===== config.mk =====
export PLATFORM = sky130hd
export DESIGN_NAME = pc_gen
export DESIGN_NICKNAME = d
export VERILOG_FILES = /design/src/rtl/pc_gen_pkg.sv /design/src/rtl/pc_gen_ras_stack.sv /design/src/rtl/pc_gen.sv
export SDC_FILE = /design/constraint.sdc
export NUM_CORES = 1
export LEC_CHECK = 0
export BUFFER_PORTS_ARGS = -buffer_cell sky130_fd_sc_hd__buf_4
export CAP_MARGIN = 30
export CORE_MARGIN = 5
export CORE_UTILIZATION = 40
export CTS_CLUSTER_SIZE = 8
export DETAILED_ROUTE_END_ITERATION = 16
export GPL_TIMING_DRIVEN = 1
export SETUP_SLACK_MARGIN = 0.15
export SLEW_MARGIN = 20
export SYNTH_ARGS = -nofsm -noshare
export SYNTH_HDL_FRONTEND = slang
export SYNTH_SLANG_ARGS = --single-unit

===== constraint.sdc =====
create_clock -name clk -period 10.74 [get_ports clk]
set_clock_uncertainty 0.2 [all_clocks]
set_input_delay 1.074 -clock clk [delete_from_list [all_inputs] [get_ports clk]]
set_output_delay 1.074 -clock clk [all_outputs]
set_load 0.02 [all_outputs]

===== src/rtl/pc_gen_pkg.sv =====
// Shared definitions for the fetch-stage PC generator.
// Decode and the hazard unit import the opcode encodings from here.
package pc_gen_pkg;

  typedef enum logic [3:0] {
    OP_J    = 4'd0,
    OP_JAL  = 4'd1,
    OP_BEQ  = 4'd2,
    OP_BNE  = 4'd3,
    OP_BGEZ = 4'd4,
    OP_BGTZ = 4'd5,
    OP_BLEZ = 4'd6,
    OP_BLTZ = 4'd7,
    OP_JR   = 4'd8,
    OP_JALR = 4'd9,
    OP_ADD4 = 4'd15
  } npc_op_e;

  localparam logic [31:0] RESET_PC_DEFAULT = 32'h0000_3000;

endpackage


===== src/rtl/pc_gen_ras_stack.sv =====
// Circular return-address stack: the oldest entry is overwritten when full,
// and popping an empty stack leaves the pointers untouched.
module ras_stack #(
  parameter int W         = 32,
  parameter int RAS_DEPTH = 4
) (
  input  logic         clk,
  input  logic         rst,
  input  logic         en,
  input  logic         push,
  input  logic         pop,
  input  logic [W-1:0] wdata,
  output logic [W-1:0] pred,
  output logic         empty,
  output logic         full
);

  localparam int PW = $clog2(RAS_DEPTH);

  logic [W-1:0]  mem_q [RAS_DEPTH];
  logic [PW-1:0] sp_q, sp_d, sp_m1;
  logic [PW:0]   cnt_q, cnt_d;

  assign sp_m1 = sp_q - PW'(1);
  assign pred  = mem_q[sp_m1];
  assign empty = (cnt_q == '0);
  assign full  = (cnt_q == (PW+1)'(RAS_DEPTH));

  always_comb begin
    sp_d  = sp_q;
    cnt_d = cnt_q;
    if (en && push) begin
      sp_d = sp_q + PW'(1);
      if (!full) cnt_d = cnt_q + (PW+1)'(1);
    end else if (en && pop && !empty) begin
      sp_d  = sp_m1;
      cnt_d = cnt_q - (PW+1)'(1);
    end
  end

  always_ff @(posedge clk) begin
    if (rst) begin
      sp_q  <= '0;
      cnt_q <= '0;
    end else begin
      sp_q  <= sp_d;
      cnt_q <= cnt_d;
    end
  end

  // Contents are don't-care after reset, so the array carries no reset.
  always_ff @(posedge clk) begin
    if (!rst && en && push) mem_q[sp_q] <= wdata;
  end

endmodule


===== src/rtl/pc_gen.sv =====
// Fetch PC register with full MIPS control-transfer resolution and a
// return-address stack that flags JR targets disagreeing with the prediction.
module pc_gen
  import pc_gen_pkg::*;
#(
  parameter int             W         = 32,
  parameter logic [W-1:0]   RESET_PC  = W'(RESET_PC_DEFAULT),
  parameter int             RAS_DEPTH = 4
) (
  input  logic         clk,
  input  logic         rst,
  input  logic         stall,
  input  logic [3:0]   npc_op,
  input  logic [W-1:0] br_pc,
  input  logic [25:0]  instr_index,
  input  logic [W-1:0] imm_ext,
  input  logic [W-1:0] rs_val,
  input  logic [W-1:0] rt_val,
  output logic [W-1:0] pc,
  output logic [W-1:0] npc,
  output logic [W-1:0] link_addr,
  output logic         taken,
  output logic         ras_mispredict,
  output logic         ras_empty,
  output logic         ras_full
);

  logic [W-1:0] pc_q, pc_d;
  logic         misp_q, misp_d;
  logic [W-1:0] jump_tgt, branch_tgt, target;
  logic         push, pop;
  logic [W-1:0] ras_pred;

  assign link_addr  = br_pc + W'(4);
  assign jump_tgt   = {link_addr[W-1:28], instr_index, 2'b00};
  assign branch_tgt = link_addr + (imm_ext << 2);

  always_comb begin
    taken  = 1'b0;
    target = branch_tgt;
    case (npc_op)
      OP_J, OP_JAL:    begin taken = 1'b1; target = jump_tgt; end
      OP_JR, OP_JALR:  begin taken = 1'b1; target = rs_val;   end
      OP_BEQ:  taken = (rs_val == rt_val);
      OP_BNE:  taken = (rs_val != rt_val);
      OP_BGEZ: taken = ($signed(rs_val) >= 0);
      OP_BGTZ: taken = ($signed(rs_val) >  0);
      OP_BLEZ: taken = ($signed(rs_val) <= 0);
      OP_BLTZ: taken = ($signed(rs_val) <  0);
      default: taken = 1'b0;
    endcase
  end

  assign npc  = taken ? target : pc_q + W'(4);
  assign push = (npc_op == OP_JAL) || (npc_op == OP_JALR);
  assign pop  = (npc_op == OP_JR);

  ras_stack #(.W(W), .RAS_DEPTH(RAS_DEPTH)) u_ras (
    .clk   (clk),
    .rst   (rst),
    .en    (!stall),
    .push  (push),
    .pop   (pop),
    .wdata (link_addr),
    .pred  (ras_pred),
    .empty (ras_empty),
    .full  (ras_full)
  );

  always_comb begin
    pc_d   = pc_q;
    misp_d = misp_q;
    if (!stall) begin
      pc_d   = npc;
      // An empty stack has no prediction, so any JR counts as a miss.
      misp_d = pop && (ras_empty || (ras_pred != rs_val));
    end
  end

  always_ff @(posedge clk) begin
    if (rst) begin
      pc_q   <= RESET_PC;
      misp_q <= 1'b0;
    end else begin
      pc_q   <= pc_d;
      misp_q <= misp_d;
    end
  end

  assign pc             = pc_q;
  assign ras_mispredict = misp_q;

endmodule


After elaboration in Yosys (flattened, before gate mapping)
Memories as Yosys holds them, arrays and structs flattened.
Cells that the tools add are included.
- add/sub/neg operators: 7
- magnitude comparators: 4
- equality and inequality tests: 14
- mux-type cells: 10
- reductions and logical operators: 18
- operator list (kind ; count):
    32-bit by 3-bit adder with 32-bit output (second input constant) ; 2
    32-bit != test ; 2
    32-bit case mux with 2 select lines ; 1
    32-bit adder ; 1
    32-bit == test ; 1
    32-bit by 1-bit greater-or-equal comparator with 1-bit output (second input constant) ; 1
    32-bit by 1-bit greater-than comparator with 1-bit output (second input constant) ; 1
    32-bit by 1-bit less-or-equal comparator with 1-bit output (second input constant) ; 1
    32-bit by 1-bit less-than comparator with 1-bit output (second input constant) ; 1
    32-bit 2-to-1 mux ; 1
    4-bit by 3-bit == test with 1-bit output (second input constant) ; 4
    3-bit 2-to-1 mux ; 3
    4-bit by 2-bit == test with 1-bit output (second input constant) ; 2
    4-bit == test (second input constant) ; 2
    1-bit case mux with 7 select lines ; 1
    1-bit logical AND ; 6
    4-bit by 1-bit == test with 1-bit output (second input constant) ; 1
    4-bit zero test ; 1
    2-bit 2-to-1 mux ; 2
    2-bit OR reduction ; 2
    4-bit OR reduction ; 1
    3-bit by 1-bit adder with 3-bit output (second input constant) ; 1
    3-bit == test (second input constant) ; 1
    1-bit zero test ; 3
    other kinds (9) ; 11
- register bits: 38
- memory bits (writable): 128
- input bits: 161
- output and inout port bits: 100
- logic and storage cells: 58
- memories: 1
- memory list (memory ; words ; bits a word ; rd ports ; clocked after memory_dff ; write ports ; RTL line ; RTL):
    u_ras.mem_q ; 4 ; 32 ; 1 ; 0 ; 1 ; pc_gen_ras_stack.sv:20 ; logic [W-1:0] mem_q [RAS_DEPTH];

Depth between registers and ports, before layout
Gate-level depths: netlist of run 1.
- depth after elaboration: 5
- mapped depth: 17
- depth with buffers taken out: 16

By module
From an unflattened synthesis of run 1, not the netlist that was laid out.
- cells, all modules: 1045
- area total of the unflattened synthesis: 10984.3 um2
- by module, submodules not included (module ; instances ; cells each ; area an instance (um2) ; seq. area each (um2)):
    pc_gen ; 1 ; 832 ; 5982.0 ; 660.6
    ras_stack ; 1 ; 213 ; 5002.3 ; 3943.8

Worst setup path after synthesis of run 1
No wires, ideal clock.
- path kind: input-to-output
- from: input port br_pc[5]
- to: output port npc[30]
- data arrival time: 4.596 ns
- data required time: 9.466 ns
- path slack: 4.870 ns
- stages on the path: 16
- path buffers: 1
- path through: nand3_1 -> nor2_1 -> and3_1 -> nand2_1 -> nor2_1 -> nand4_1 -> xnor2_1 -> ha_1 -> clkbuf_1 -> a21o_1 -> o41ai_1 -> o2111ai_1 -> a311oi_1 -> o21ai_0 -> xnor2_1 -> o21bai_1
- cells in the longest elaborated chain, start to end: 4
- ends and longest elaborated chain (element ; RTL line ; RTL):
    start: declaration ; pc_gen.sv:14 ; input logic [W-1:0] br_pc,
    32-bit by 3-bit adder with 32-bit output ; pc_gen.sv:34 ; assign link_addr = br_pc + W'(4);
    via link_addr[15] ; pc_gen.sv:21 ; output logic [W-1:0] link_addr,
    32-bit adder ; pc_gen.sv:36 ; assign branch_tgt = link_addr + (imm_ext << 2);
    32-bit case mux with 2 select lines ; pc_gen.sv:41 ; case (npc_op)
    32-bit 2-to-1 mux ; pc_gen.sv:54 ; assign npc = taken ? target : pc_q + W'(4);
    end: declaration ; pc_gen.sv:20 ; output logic [W-1:0] npc,
The timed path passes the listed nets, and every way through them passes these cells.

Worst setup path after layout of run 1
- from: input port br_pc[2]
- to: output port npc[17]
- cells in the longest elaborated chain, start to end: 4
- ends and longest elaborated chain (element ; RTL line):
    32-bit by 3-bit adder with 32-bit output ; pc_gen.sv:34
    32-bit adder ; pc_gen.sv:36
    32-bit case mux with 2 select lines ; pc_gen.sv:41
    32-bit 2-to-1 mux ; pc_gen.sv:54
No other way between the ends.

==> tab_implementation.tex, run 1 <==
\begin{tabular}{lr}
\hline
Metric & Value \\
\hline
\multicolumn{2}{l}{\textbf{Run status}} \\
\quad Outcome & complete, no violations \\
\multicolumn{2}{l}{\textbf{Global routing}} \\
\quad Initial antenna violation count & 1 \\
\quad GR Util All Layers & 24.9\% \\
\quad Vias in the first global route & 9117 \\
\quad Maximum number of pins on one net before global-route repair & 69 \\
\quad Total congestion overflow & 0 \\
\quad First-pass GRT wire length & 58.1 mm \\
\multicolumn{2}{l}{\textbf{Routing}} \\
\quad Routed len/inst & 24.3 um \\
\quad Post-DRT Antenna Nets & 0 \\
\quad Wire length reported by the detailed router & 39.8 mm \\
\quad Post-detailed-route DRC marker count & 0 \\
\quad DRT iter0 DRCs & roughly 990 \\
\quad Via density & 5.93 \\
\quad Total vias in the final route & 9722 \\
\quad Number of iterations in the first detailed-routing pass & 5 \\
\multicolumn{2}{l}{\textbf{Critical path}} \\
\quad Worst reg2reg path endpoint & ras\_mispredict \\
\quad Launch point of the worst path & br\_pc[2] \\
\quad Sort of element at the start of the critical path & primary input \\
\quad RR Startpoint & u\_ras.sp\_q[1] \\
\quad Destination of the critical timing path & npc[17] \\
\quad Setup crit end kind & output pin \\
\quad Depth of the most critical reg-to-reg path & 9 \\
\quad Data arrival time of the critical path & 5.57 ns \\
\quad Biggest fanout along the worst timing path & 8 \\
\quad Type of the setup path with the least slack & in2out \\
\quad Worst reg2reg setup slack & 7.12 ns \\
\quad Required @ worst endpoint & 9.47 ns \\
\multicolumn{2}{l}{\textbf{Finish}} \\
\quad Area occupied by multi-input gates & 6050 um2 \\
\quad Footprint of the flip-flops and latches & between 4000 and 5000 um2 \\
\quad Layout-stage area growth over the synthesis result & 25.5\% \\
\quad \# fillers & around 2500 \\
\quad Number of nets in the layout & approximately 1500 \\
\quad Layout cell share with drive strength beyond 1 & 27.9\% \\
\quad Antenna Cells & 0 \\
\quad Post-route insts no fill & 1640 \\
\multicolumn{2}{l}{\textbf{Synthesis}} \\
\quad Mapped Nets & approximately 1300 \\
\quad EDFF count, synth & 128 \\
\quad Most common flop cell mapped by yosys & sky130\_fd\_sc\_hd\_\_edfxtp\_1 \\
\quad Share of async-settable or async-resettable flops after synthesis & 0\% \\
\quad Per-instance average area after synthesis & between 10 and 15 um2 \\
\quad Mapped Area & 11000 um2 \\
\quad Sequential-to-total area share from yosys stat & 41.9\% \\
\quad Number of distinct library cells after synthesis & 68 \\
\quad Number of synthesis warnings & 0 \\
\quad Synthesized netlist cell count & 1051 \\
\quad Number of synthesized register bits & roughly 170 \\
\multicolumn{2}{l}{\textbf{Die}} \\
\quad Die Span Y & 176 um \\
\quad Std-Cell Core Area & 27000 um2 \\
\quad Overall die width & approximately 180 um \\
\quad Starting Density & 40.6\% \\
\quad Floorplan die area & 30900 um2 \\
\quad FP Rows & 60 \\
\quad Number of primary I/O pins & between 200 and 300 \\
\multicolumn{2}{l}{\textbf{Clocking}} \\
\quad Post\_cts resized & 0 \\
\quad Num CTS Buffers & 17 \\
\quad Clock sink count & 166 \\
\quad Maximum clock path buffer count & 2 \\
\quad \# Post-CTS Setup Buffers & 0 \\
\quad Clock Tree Root & sky130\_fd\_sc\_hd\_\_clkbuf\_16 \\
\quad Clock tree from TritonCTS & yes \\
\quad Number of hold buffers added after CTS & 0 \\
\quad Worst-path clk slew & $\sim$0.070 ns \\
\quad H-tree levels & 4 \\
\quad Clk Latency, worst-skew pair & about 0.43 ns \\
\multicolumn{2}{l}{\textbf{Timing}} \\
\quad Worst Tran Pin Value & 0.925 ns \\
\quad Setup repair after global routing missed its margin & no \\
\quad Final-report hold violation count & 0 \\
\quad Final-report setup violation count & 0 \\
\quad Achievable clock frequency & about 150 MHz \\
\quad Clock period minus worst slack & between 6 and 7 ns \\
\quad Total count of max-transition violations in the final report & 0 \\
\quad Sum of negative setup slack & 0 ns \\
\quad Period utilisation layout & 63.7\% \\
\quad Slew margin rel. & a little under two fifths \\
\multicolumn{2}{l}{\textbf{Placement}} \\
\quad Dpl hpwl & 30.7 mm \\
\quad Post-placement cell count & 1607 \\
\quad Routability cong. & 0.935 \\
\quad Port Buffer Count & approximately 260 \\
\multicolumn{2}{l}{\textbf{Power and ir drop}} \\
\quad Total power consumption of the routed design & 0.00185 W \\
\quad PD cells & 134 nW/um2 \\
\quad Maximum VDD drop & just over 0.0001 V \\
\quad Leakage power summed over all cells & between 5 and 6 nW \\
\multicolumn{2}{l}{\textbf{Run}} \\
\quad Max-cap violations & 0 \\
\multicolumn{2}{l}{\textbf{Worst hold path}} \\
\quad Path class of the lowest-slack min-delay path & reg2reg \\
\hline
\end{tabular}
## synthesized netlist by cell type (all sizes together), types with 4 or more instances
cell    number  area (um2)
a211oi       7        52.6
and3        20         125
o22ai        4        25.0
dfxtp       38         761
o21bai       9        67.6
xor2        62         543
edfxtp     128        3840
clkbuf      36         135
nor3b        4        30.0
ha          38         475
nand2b       4        25.0
nand2       80         300
a21o        15         113
o21ai       53         269
nor3        19        95.1
and4         4        35.0
mux2        10         131
nor2        75         282
or2          6        37.5
nor4        26         181
buf         18         118
a31oi       21         131
nor2b        4        25.0
o21a         4        30.0
a21oi       55         275
and2         8        50.1
mux4        32         721
nand4       32         200
xnor2       81         709
o211ai       4        30.0
o211a        4        40.0
nand3       41         205
o32ai        5        43.8
mux2i       43         430
inv         21        78.8
## sequential cells by signal (all words and copies together) (netlist names)
name and count:
u_ras.mem_q 128, pc 32, u_ras.cnt_q 3, u_ras.sp_q 2
ras_mispredict 1
## per-layer routing
metal	wire, um	global-route usage, %	part of all wire [%]	vias up
li1	-	-	-	4433
met1	17400	35.6	44	4813
met2	18700	39.7	47	443
met3	3130	4.67	7.9	31
met4	612	5.20	1.5	2
met5	13	0	0.033	-
## where the power goes
part           leakage [nW]  internal (W)  switching (W)
logic                  3.60      0.000207       0.000297
registers              1.46      0.000704      0.0000169
clock network         0.287      0.000350       0.000278
## stage by stage
stage / util, % / instance area (um2) / setup WS, ns / hold WS [ns]
2_1_floorplan: - / 11000 / 4.87 / 0.289
3_3_place_gp: 48.8 / 13200 / 4.12 / 0.307
3_5_place_dp: 48.8 / 13200 / 4.07 / 0.315
4_1_cts: 51.0 / 13800 / 4.04 / 0.325
5_1_grt: 51.0 / 13800 / 3.71 / 0.361
6_report: 51.0 / 13800 / 3.89 / 0.327
## worst min path at each step
| stage | from | cells past startpoint | slack (ns) | end |
|---|---|---|---|---|
| floorplan | u_ras.cnt_q[1] | 2 | 0.29 | u_ras.cnt_q[1] |
| global placement | pc[1] | 2 | 0.31 | pc[1] |
| detailed placement | pc[10] | 2 | 0.32 | pc[10] |
| CTS | pc[10] | 2 | 0.33 | pc[10] |
| global route | pc[27] | 2 | 0.36 | pc[27] |
| finish | pc[10] | 2 | 0.33 | pc[10] |
## critical path, stage by stage
cell                       delay [ns]
sky130_fd_sc_hd__buf_4           0.11
sky130_fd_sc_hd__ha_1            0.17
sky130_fd_sc_hd__and2_0          0.55
sky130_fd_sc_hd__and3_1          0.30
sky130_fd_sc_hd__nand3_1         0.11
sky130_fd_sc_hd__xnor2_1         0.47
sky130_fd_sc_hd__ha_1            0.44
sky130_fd_sc_hd__and4_1          0.27
sky130_fd_sc_hd__and2_1          0.17
sky130_fd_sc_hd__a31oi_1         0.13
sky130_fd_sc_hd__nor3b_1         0.57
sky130_fd_sc_hd__o21bai_1        0.20
sky130_fd_sc_hd__xor2_1          0.19
sky130_fd_sc_hd__o21ai_0         0.43
sky130_fd_sc_hd__mux2i_1         0.18
sky130_fd_sc_hd__buf_4           0.20
## logic make-up after synthesis
group / synth area share (%)
buf+inv: 3.05
xor+xnor: 11.4
fa+ha+maj: 4.69
flops: 41.9
compound gates: 12.0
simple gates: 15.3
mux: 11.7
## layout by cell type (no fill, tap or decap), drive strengths merged, types with 32 or more instances in the layout
cell	instances
nor2	75
xnor2	81
edfxtp	128
buf	270
mux2i	43
mux4	32
nand3	41
nand2	80
nand4	32
a21oi	55
ha	38
o21ai	53
dfxtp	38
xor2	62
## area by class of cell
class,instances,share of cell area (%)
tap,341,3.09
multi-input combinational,809,43.9
timing repair buffer,271,14.8
clock buffer,18,3.11
sequential,166,33.4
clock inverter,13,1.18
inverter,22,0.599
(Power assumes the default switching activity.)
==> run 2, diff against run 1 <==
--- a/config.mk
+++ b/config.mk
@@ -5,6 +5,7 @@
 export SDC_FILE = /design/constraint.sdc
 export NUM_CORES = 1
 export LEC_CHECK = 0
+export ABC_AREA = 1
 export BUFFER_PORTS_ARGS = -buffer_cell sky130_fd_sc_hd__buf_4
 export CAP_MARGIN = 30
 export CORE_MARGIN = 5
==> constraint.sdc (replaced) <==
create_clock -name clk -period 5.8 [get_ports clk]
set_clock_uncertainty 0.2 [all_clocks]
set_input_delay 0.58 -clock clk [delete_from_list [all_inputs] [get_ports clk]]
set_output_delay 0.58 -clock clk [all_outputs]
set_load 0.02 [all_outputs]
==> run 2 against run 1 <==
  * Die area increased by 11%
  * Final area increased by 10%
  * Final cell count increased by 47%
  * Worst setup slack got worse by 3.1 ns
  * Non-clock buffer count increased by 9
  * Largest cell class unchanged
  * First-iteration DRC count increased by 23%
  * Highest routed layer is now met4
  * Combinational power increased by 92%
  * Power increased by 88%
  * Via count increased by 28%
  * Sequential power increased by 84%
==> tab_implementation.tex, run 2 <==
\begin{tabular}{lr}
\hline
Metric & Value \\
\hline
\multicolumn{2}{l}{\textbf{Run status}} \\
\quad Outcome & complete, no violations \\
\multicolumn{2}{l}{\textbf{Placement}} \\
\quad Dpl hpwl & 36.4 mm \\
\quad Routability cong. & 0.950 \\
\quad Placed cell areas & 14600 um2 \\
\quad Port Buffer Count & 258 \\
\multicolumn{2}{l}{\textbf{Timing}} \\
\quad Worst Tran Pin Value & about 0.93 ns \\
\quad Achievable clock frequency & 200 MHz \\
\quad Sum of negative setup slack & 0 ns \\
\quad Clock period minus worst slack & $\sim$5 ns \\
\quad Total count of max-transition violations in the final report & 0 \\
\quad Period utilisation layout & approximately 86\% \\
\quad Setup repair after global routing missed its margin & no \\
\quad Final-report setup violation count & 0 \\
\quad Final-report hold violation count & 0 \\
\quad Slew margin rel. & 37.4\% \\
\multicolumn{2}{l}{\textbf{Clocking}} \\
\quad Clock sink count & 166 \\
\quad Clock Tree Root & sky130\_fd\_sc\_hd\_\_clkbuf\_16 \\
\quad \# Post-CTS Setup Buffers & 0 \\
\quad Num CTS Buffers & 17 \\
\quad H-tree levels & 4 \\
\quad Clk Latency, worst-skew pair & roughly 0.44 ns \\
\quad Post\_cts resized & 0 \\
\quad Maximum clock path buffer count & 2 \\
\quad Clock tree from TritonCTS & yes \\
\quad Number of hold buffers added after CTS & 0 \\
\quad Worst-path clk slew & 0.08 ns \\
\multicolumn{2}{l}{\textbf{Global routing}} \\
\quad Vias in the first global route & approximately 12000 \\
\quad Maximum number of pins on one net before global-route repair & 68 \\
\quad First-pass GRT wire length & slightly below 70 mm \\
\quad Initial antenna violation count & 0 \\
\quad GR Util All Layers & 26.9\% \\
\quad Total congestion overflow & 0 \\
\multicolumn{2}{l}{\textbf{Synthesis}} \\
\quad Most common flop cell mapped by yosys & sky130\_fd\_sc\_hd\_\_edfxtp\_1 \\
\quad Number of synthesis warnings & 0 \\
\quad Per-instance average area after synthesis & about 7 um2 \\
\quad Share of the synthesized area in the top cell type & 31.4\% \\
\quad Cell with the most instances after synthesis & sky130\_fd\_sc\_hd\_\_nand2\_1 \\
\quad Post-synth top area cell & sky130\_fd\_sc\_hd\_\_edfxtp\_1 \\
\quad Number of distinct library cells after synthesis & 48 \\
\quad Mapped Area & 12200 um2 \\
\quad Synthesized netlist cell count & 1749 \\
\quad Main area contributors after synthesis & sky130\_fd\_sc\_hd\_\_edfxtp\_1 (31\%), sky130\_fd\_sc\_hd\_\_nand2\_1 (19\%), sky130\_fd\_sc\_hd\_\_nand3\_1 (8.7\%), sky130\_fd\_sc\_hd\_\_inv\_1 (6.4\%), sky130\_fd\_sc\_hd\_\_dfxtp\_1 (6.2\%) \\
\quad Number of synthesized register bits & 166 \\
\quad Sequential-to-total area share from yosys stat & between 30\% and 40\% \\
\quad Mapped Nets & 1950 \\
\quad Commonest cells in the synthesized netlist & sky130\_fd\_sc\_hd\_\_nand2\_1 (613), sky130\_fd\_sc\_hd\_\_nand3\_1 (212), sky130\_fd\_sc\_hd\_\_inv\_1 (207) \\
\quad Share of async-settable or async-resettable flops after synthesis & 0\% \\
\quad EDFF count, synth & 128 \\
\multicolumn{2}{l}{\textbf{Finish}} \\
\quad Footprint of the flip-flops and latches & 4610 um2 \\
\quad Number of nets in the layout & 2199 \\
\quad Highest-count cells in the layout ignoring fill and taps & sky130\_fd\_sc\_hd\_\_nand2\_1 (613), sky130\_fd\_sc\_hd\_\_buf\_4 (280), sky130\_fd\_sc\_hd\_\_nand3\_1 (212) \\
\quad Flip-flop count of the largest register, all copies and words added & 128 \\
\quad Layout cell share with drive strength beyond 1 & 17.2\% \\
\quad Commonest non-fill, non-tap cell in the layout & sky130\_fd\_sc\_hd\_\_nand2\_1 \\
\quad \# fillers & 3089 \\
\quad Area occupied by multi-input gates & 6580 um2 \\
\quad Antenna Cells & 0 \\
\quad Register bank with the most flops & u\_ras.mem\_q \\
\quad Layout-stage area growth over the synthesis result & 24.3\% \\
\quad Final instance area & between 15000 and 20000 um2 \\
\multicolumn{2}{l}{\textbf{Critical path}} \\
\quad Sort of element at the start of the critical path & primary input \\
\quad Top cell by count, worst path & sky130\_fd\_sc\_hd\_\_nand2\_1 \\
\quad Critical path's top delay family & simple AND/OR/NAND/NOR gates \\
\quad Bufs and invs on worst path & 3 \\
\quad Slowest CP cell & sky130\_fd\_sc\_hd\_\_xnor2\_1 \\
\quad Delay of the slowest cell on the worst path & 0.54 ns \\
\quad Setup crit end kind & output pin \\
\quad Critical-path cell list & buf\_4 -> nand2\_1 -> nor2\_1 -> nand3\_1 -> nor3\_2 -> buf\_4 -> nand2\_1 -> nor4\_2 -> nand2\_1 -> xnor2\_1 -> ha\_1 -> nand2\_1 -> nor2\_1 -> nand2\_1 -> nor2\_1 -> nand2\_1 -> nand2\_1 -> nand2\_1 -> nand3\_1 -> nand2\_1 -> nand2\_1 -> nand2\_1 -> buf\_4 \\
\quad Biggest fanout along the worst timing path & 6 \\
\quad Required @ worst endpoint & between 5 and 6 ns \\
\quad Type of the setup path with the least slack & in2out \\
\quad Data arrival time of the critical path & 4.22 ns \\
\multicolumn{2}{l}{\textbf{Routing}} \\
\quad Routed len/inst & 19.5 um \\
\quad Total vias in the final route & 12491 \\
\quad DRT iter0 DRCs & approximately 1200 \\
\quad Via density & 5.19 \\
\quad Wire length reported by the detailed router & 47.0 mm \\
\quad Post-detailed-route DRC marker count & 0 \\
\quad Number of iterations in the first detailed-routing pass & 6 \\
\quad Post-DRT Antenna Nets & 0 \\
\multicolumn{2}{l}{\textbf{Die}} \\
\quad Std-Cell Core Area & 30300 um2 \\
\quad Overall die width & $\sim$180 um \\
\quad Number of primary I/O pins & 261 \\
\quad Starting Density & between 40\% and 50\% \\
\quad FP Rows & 64 \\
\quad Floorplan die area & $\sim$34000 um2 \\
\quad Die Span Y & 185 um \\
\multicolumn{2}{l}{\textbf{Power and ir drop}} \\
\quad Leakage power summed over all cells & around 7.2 nW \\
\quad Maximum VDD drop & 0.000219 V \\
\quad PD cells & 229 nW/um2 \\
\multicolumn{2}{l}{\textbf{Run}} \\
\quad Max-cap violations & 0 \\
\multicolumn{2}{l}{\textbf{Worst hold path}} \\
\quad Path class of the lowest-slack min-delay path & in2reg \\
\hline
\end{tabular}
-- run 2: cell types whose count changed in the layout (fill, tap and decap cells not counted), sizes merged, moves of 43 or more --
cell / delta
nand2: +535
mux2i: -43
inv: +192
nor2: +79
nand3: +172
xnor2: -44
-- run 2: cell families (layout without fill, tap and decap cells) --
group           Yosys count  after routing  synth area share, %
xor+xnor                 90             90                 6.45
buf+inv                 262            524                 8.56
flops                   166            166                 37.7
fa+ha+maj                40             40                 4.22
simple gates           1061           1061                 37.0
compound gates          130            130                 6.11
-- run 2: final cells by class --
cell class / count / area share (%)
clock inverters: 15 / 1.18
well taps: 396 / 3.26
multi-input cells: 1321 / 43.3
clock buffers: 17 / 2.80
flip-flops and latches: 166 / 30.3
inverters: 212 / 5.26
repair buffers: 280 / 13.8
-- run 2: routing by layer --
| layer | vias to the layer above | share of wire, % | GRT usage [%] |
|---|---|---|---|
| met3 | 64 | 7.8 | 4.52 |
| li1 | 6166 | - | - |
| met1 | 5733 | 42 | 36.1 |
| met5 | - | 0 | 0 |
| met4 | 0 | 2.7 | 7.72 |
| met2 | 528 | 47 | 44.9 |
-- run 2: metrics by stage --
| step | setup WS, ns | hold WS [ns] | std cells | power [W] | util [%] |
|---|---|---|---|---|---|
| 6_report | 0.796 | 0.187 | 2407 | 0.00348 | 50.0 |
| 5_1_grt | 0.355 | 0.176 | 2407 | 0.00364 | 50.0 |
| 4_1_cts | 0.782 | 0.189 | 2407 | 0.00349 | 50.0 |
| 3_5_place_dp | 0.787 | 0.299 | 2375 | 0.00232 | 48.1 |
| 3_3_place_gp | 0.865 | 0.277 | 2375 | 0.00231 | 48.1 |
| 2_1_floorplan | 1.41 | 0.266 | 1749 | 0.00190 | - |
-- run 2: worst reg2reg max path, cell delays in order, from the launching register on --
cell	delay (ns)
sky130_fd_sc_hd__dfxtp_1	0.38
sky130_fd_sc_hd__inv_1	0.08
sky130_fd_sc_hd__ha_1	0.28
sky130_fd_sc_hd__inv_1	0.64
sky130_fd_sc_hd__buf_4	0.33
sky130_fd_sc_hd__nand3_1	0.09
sky130_fd_sc_hd__nand2_1	0.10
sky130_fd_sc_hd__xor2_1	0.15
sky130_fd_sc_hd__nand2_1	0.10
sky130_fd_sc_hd__nor2_1	0.17
sky130_fd_sc_hd__nand2_1	0.08
sky130_fd_sc_hd__nor2_1	0.13
sky130_fd_sc_hd__nand2_1	0.12
sky130_fd_sc_hd__nand2_1	0.07
sky130_fd_sc_hd__a21oi_1	0.06
-- run 2: report_power, final --
part	total, W	internal [W]	switching [W]
sequential	0.00133	0.00130	0.0000283
combinational	0.000967	0.000354	0.000612
clock	0.00118	0.000619	0.000565
total	0.00348	0.00228	0.00120
-- run 2: final timing paths --
| path | endpoint | slack [ns] | cells past startpoint | start |
|---|---|---|---|---|
| max | npc[31] | 0.80 | 23 | br_pc[5] |
| min | u_ras.mem_q[3][1] | 0.19 | 1 | br_pc[1] |
| max reg2reg | ras_mispredict | 2.70 | 14 | u_ras.sp_q[1] |
| min reg2reg | u_ras.cnt_q[2] | 0.30 | 2 | u_ras.cnt_q[2] |
==> run 3, diff against run 2 <==
--- a/config.mk
+++ b/config.mk
@@ -6,6 +6,7 @@
 export NUM_CORES = 1
 export LEC_CHECK = 0
 export ABC_AREA = 1
+export ABC_CLOCK_PERIOD_IN_PS = 5800
 export BUFFER_PORTS_ARGS = -buffer_cell sky130_fd_sc_hd__buf_4
 export CAP_MARGIN = 30
 export CORE_MARGIN = 5
==> constraint.sdc (replaced) <==
create_clock -name clk -period 5.8 [get_ports clk]
set_clock_uncertainty 0.2 [all_clocks]
set_input_delay 1.16 -clock clk [delete_from_list [all_inputs] [get_ports clk]]
set_output_delay 1.16 -clock clk [all_outputs]
set_load 0.02 [all_outputs]
==> run 3 against run 2 <==
  * Final area grew 4.5%
  * Final cell count increased by 1.3%
  * Worst hold slack gained 0.11 ns
==> tab_implementation.tex, run 3 (synthesis results as in run 2) <==
\begin{tabular}{lr}
\hline
Metric & Value \\
\hline
\multicolumn{2}{l}{\textbf{Placement}} \\
\quad Routability cong. & 0.913 \\
\quad Placed cell areas & 14800 um2 \\
\quad Dpl hpwl & 37.0 mm \\
\quad Pre-CTS setup slack & 0.103 ns \\
\quad Port Buffer Count & 258 \\
\multicolumn{2}{l}{\textbf{Global routing}} \\
\quad Vias in the first global route & 11688 \\
\quad Total congestion overflow & 0 \\
\quad First-pass GRT wire length & 69.6 mm \\
\quad Maximum number of pins on one net before global-route repair & between 60 and 70 \\
\quad Initial antenna violation count & 0 \\
\quad GR Util All Layers & 26.9\% \\
\multicolumn{2}{l}{\textbf{Power and ir drop}} \\
\quad Switching fraction of total power & 35.3\% \\
\quad Leakage power summed over all cells & 7.45 nW \\
\quad Maximum VDD drop & 0.000257 V \\
\quad PD cells & 221 nW/um2 \\
\quad Net Sw Power & 0.00124 W \\
\quad Internal power summed over all cells & 0.00227 W \\
\quad Sequential Power Share & 37.8\% \\
\quad Combinational share of power & 29.2\% \\
\quad Clock network power share & approximately a third \\
\multicolumn{2}{l}{\textbf{Critical path}} \\
\quad Critical-path cell list & buf\_4 -> nand2\_2 -> nor2\_4 -> nand2\_2 -> inv\_2 -> nand2\_2 -> inv\_2 -> nand4\_1 -> nor4b\_4 -> nand2\_1 -> xnor2\_2 -> ha\_4 -> a21o\_1 -> o21bai\_1 -> a21oi\_2 -> nand3\_1 -> nand2\_1 -> nand3\_1 -> nand2\_2 -> nand2\_1 -> nand2\_2 -> buf\_6 \\
\quad Launch point of the worst path & br\_pc[4] \\
\quad Delay of the slowest cell on the worst path & 0.37 ns \\
\quad RR Startpoint & u\_ras.sp\_q[0] \\
\quad Setup crit end kind & output pin \\
\quad Sort of element at the start of the critical path & primary input \\
\quad Biggest fanout along the worst timing path & 4 \\
\quad Data arrival time of the critical path & 4.17 ns \\
\quad Depth of the most critical reg-to-reg path & 15 \\
\quad Required @ worst endpoint & $\sim$4.4 ns \\
\quad Worst reg2reg setup slack & 2.26 ns \\
\quad Top cell by count, worst path & sky130\_fd\_sc\_hd\_\_nand2\_2 \\
\quad Slowest CP cell & sky130\_fd\_sc\_hd\_\_nor4b\_4 \\
\quad Worst reg2reg path endpoint & ras\_mispredict \\
\quad Type of the setup path with the least slack & in2out \\
\multicolumn{2}{l}{\textbf{Timing}} \\
\quad Clock period minus worst slack & 5.53 ns \\
\quad Slew margin rel. & 47.6\% \\
\quad Final-report hold violation count & 0 \\
\quad Achievable clock frequency & 181 MHz \\
\quad Setup repair after global routing missed its margin & yes \\
\quad Final worst-path setup slack & 0.266 ns \\
\quad Final-report setup violation count & 0 \\
\quad Sum of negative setup slack & 0 ns \\
\quad Total count of max-transition violations in the final report & 0 \\
\quad Period utilisation layout & 95.4\% \\
\quad Worst Tran Pin Value & 0.786 ns \\
\multicolumn{2}{l}{\textbf{Clocking}} \\
\quad Maximum clock path buffer count & 2 \\
\quad H-tree levels & 4 \\
\quad Clock sink count & between 150 and 200 \\
\quad Clock Tree Root & sky130\_fd\_sc\_hd\_\_clkbuf\_16 \\
\quad Clock tree from TritonCTS & yes \\
\quad Num CTS Buffers & 17 \\
\quad Clk Latency, worst-skew pair & 0.44 ns \\
\quad Number of hold buffers added after CTS & 0 \\
\quad Worst-path clk slew & 0.08 ns \\
\multicolumn{2}{l}{\textbf{Run status}} \\
\quad Outcome & complete, no violations \\
\multicolumn{2}{l}{\textbf{Finish}} \\
\quad Layout cell share with drive strength beyond 1 & 22.3\% \\
\quad Register bank with the most flops & u\_ras.mem\_q \\
\quad Commonest non-fill, non-tap cell in the layout & sky130\_fd\_sc\_hd\_\_nand2\_1 \\
\quad Flip-flop count of the largest register, all copies and words added & approximately 130 \\
\quad Utilization after layout & 52.3\% \\
\quad Highest-count cells in the layout ignoring fill and taps & sky130\_fd\_sc\_hd\_\_nand2\_1 (592), sky130\_fd\_sc\_hd\_\_buf\_4 (309), sky130\_fd\_sc\_hd\_\_nand3\_1 (209) \\
\quad Final instance area & 15900 um2 \\
\quad Antenna Cells & 0 \\
\quad Layout-stage area growth over the synthesis result & 29.8\% \\
\quad Number of nets in the layout & 2231 \\
\multicolumn{2}{l}{\textbf{Die}} \\
\quad Die Span Y & 185 um \\
\quad Overall die width & 185 um \\
\quad Std-Cell Core Area & 30300 um2 \\
\quad Floorplan die area & 34100 um2 \\
\quad FP Rows & 64 \\
\quad Starting Density & 40.3\% \\
\quad Number of primary I/O pins & around 260 \\
\multicolumn{2}{l}{\textbf{Routing}} \\
\quad Total vias in the final route & 12666 \\
\quad Post-DRT Antenna Nets & 0 \\
\quad Post-detailed-route DRC marker count & 0 \\
\quad Wire length reported by the detailed router & approximately 47 mm \\
\quad Via density & 5.19 \\
\quad Routed len/inst & 19.4 um \\
\quad DRT iter0 DRCs & 1108 \\
\quad Number of iterations in the first detailed-routing pass & 5 \\
\multicolumn{2}{l}{\textbf{Run}} \\
\quad Max-cap violations & 0 \\
\multicolumn{2}{l}{\textbf{Worst hold path}} \\
\quad Hold\_sp & u\_ras.cnt\_q[2] \\
\quad WHS Path Cells & 2 \\
\quad Path class of the lowest-slack min-delay path & reg2reg \\
\quad Worst Hold Path EP & u\_ras.cnt\_q[2] \\
\hline
\end{tabular}
[run 3: cell count changes in the layout (fill, tap and decap cells not counted), sizes merged]
| cell | delta |
|---|---|
| inv | -1 |
| clkinv | +3 |
| buf | +32 |
| bufinv | -1 |
| clkinvlp | -1 |
[run 3: worst max-delay path: cells and delay by family]
| kind | cells | cell delay (ns) |
|---|---|---|
| xor gates and xnor gates | 1 | 0.28 |
| adders and majority gates | 1 | 0.27 |
| and+or+nand+nor | 13 | 1.57 |
| buffers and inverters | 4 | 0.37 |
| AOI/OAI and AO/OA | 3 | 0.52 |
[run 3: power groups by stage]
stage | sequential [W] | clock [W] | combinational (W)
global route | 0.00133 | 0.00123 | 0.00111
CTS | 0.00133 | 0.00117 | 0.000980
global placement | 0.00136 | 0 | 0.000966
detailed placement | 0.00136 | 0 | 0.000974
floorplan | 0.00137 | 0 | 0.000528
finish | 0.00133 | 0.00116 | 0.00102
[run 3: cell type report]
class / instances / area, um2
clock buffers: 17 / 425
multi-input cells: 1321 / 6980
well taps: 396 / 495
clock inverters: 15 / 178
inverters: 212 / 798
flip-flops and latches: 166 / 4610
fillers: 2925 / 14500
repair buffers: 312 / 2390
[run 3: how the worst max path moves through the flow]
stage,endpoint
after global routing,npc[30]
final,npc[28]
after floorplan,npc[28]
after CTS,npc[31]
after detailed placement,npc[31]
after global placement,npc[28]
[run 3: metrics by stage]
step	std cells	power (W)	hold WS [ns]
final	2439	0.00351	0.298
after global placement	2401	0.00232	0.277
after floorplan	1749	0.00190	0.266
after CTS	2435	0.00348	0.302
after detailed placement	2403	0.00233	0.288
after global routing	2439	0.00367	0.327
[run 3: routing by layer]
layer	track usage, %	vias to the layer above	routed length (um)
met5	0	-	0
met4	6.99	0	1160
met3	3.16	65	3600
met2	45.0	545	22500
met1	37.2	5826	20100
li1	-	6230	-
[run 3: timing repair]
action	CTS	global route
pin swaps	0	19
gates resized for setup	6	89
endpoints found under the hold margin	0	0
setup endpoints to repair	6	19
buffers inserted	0	4
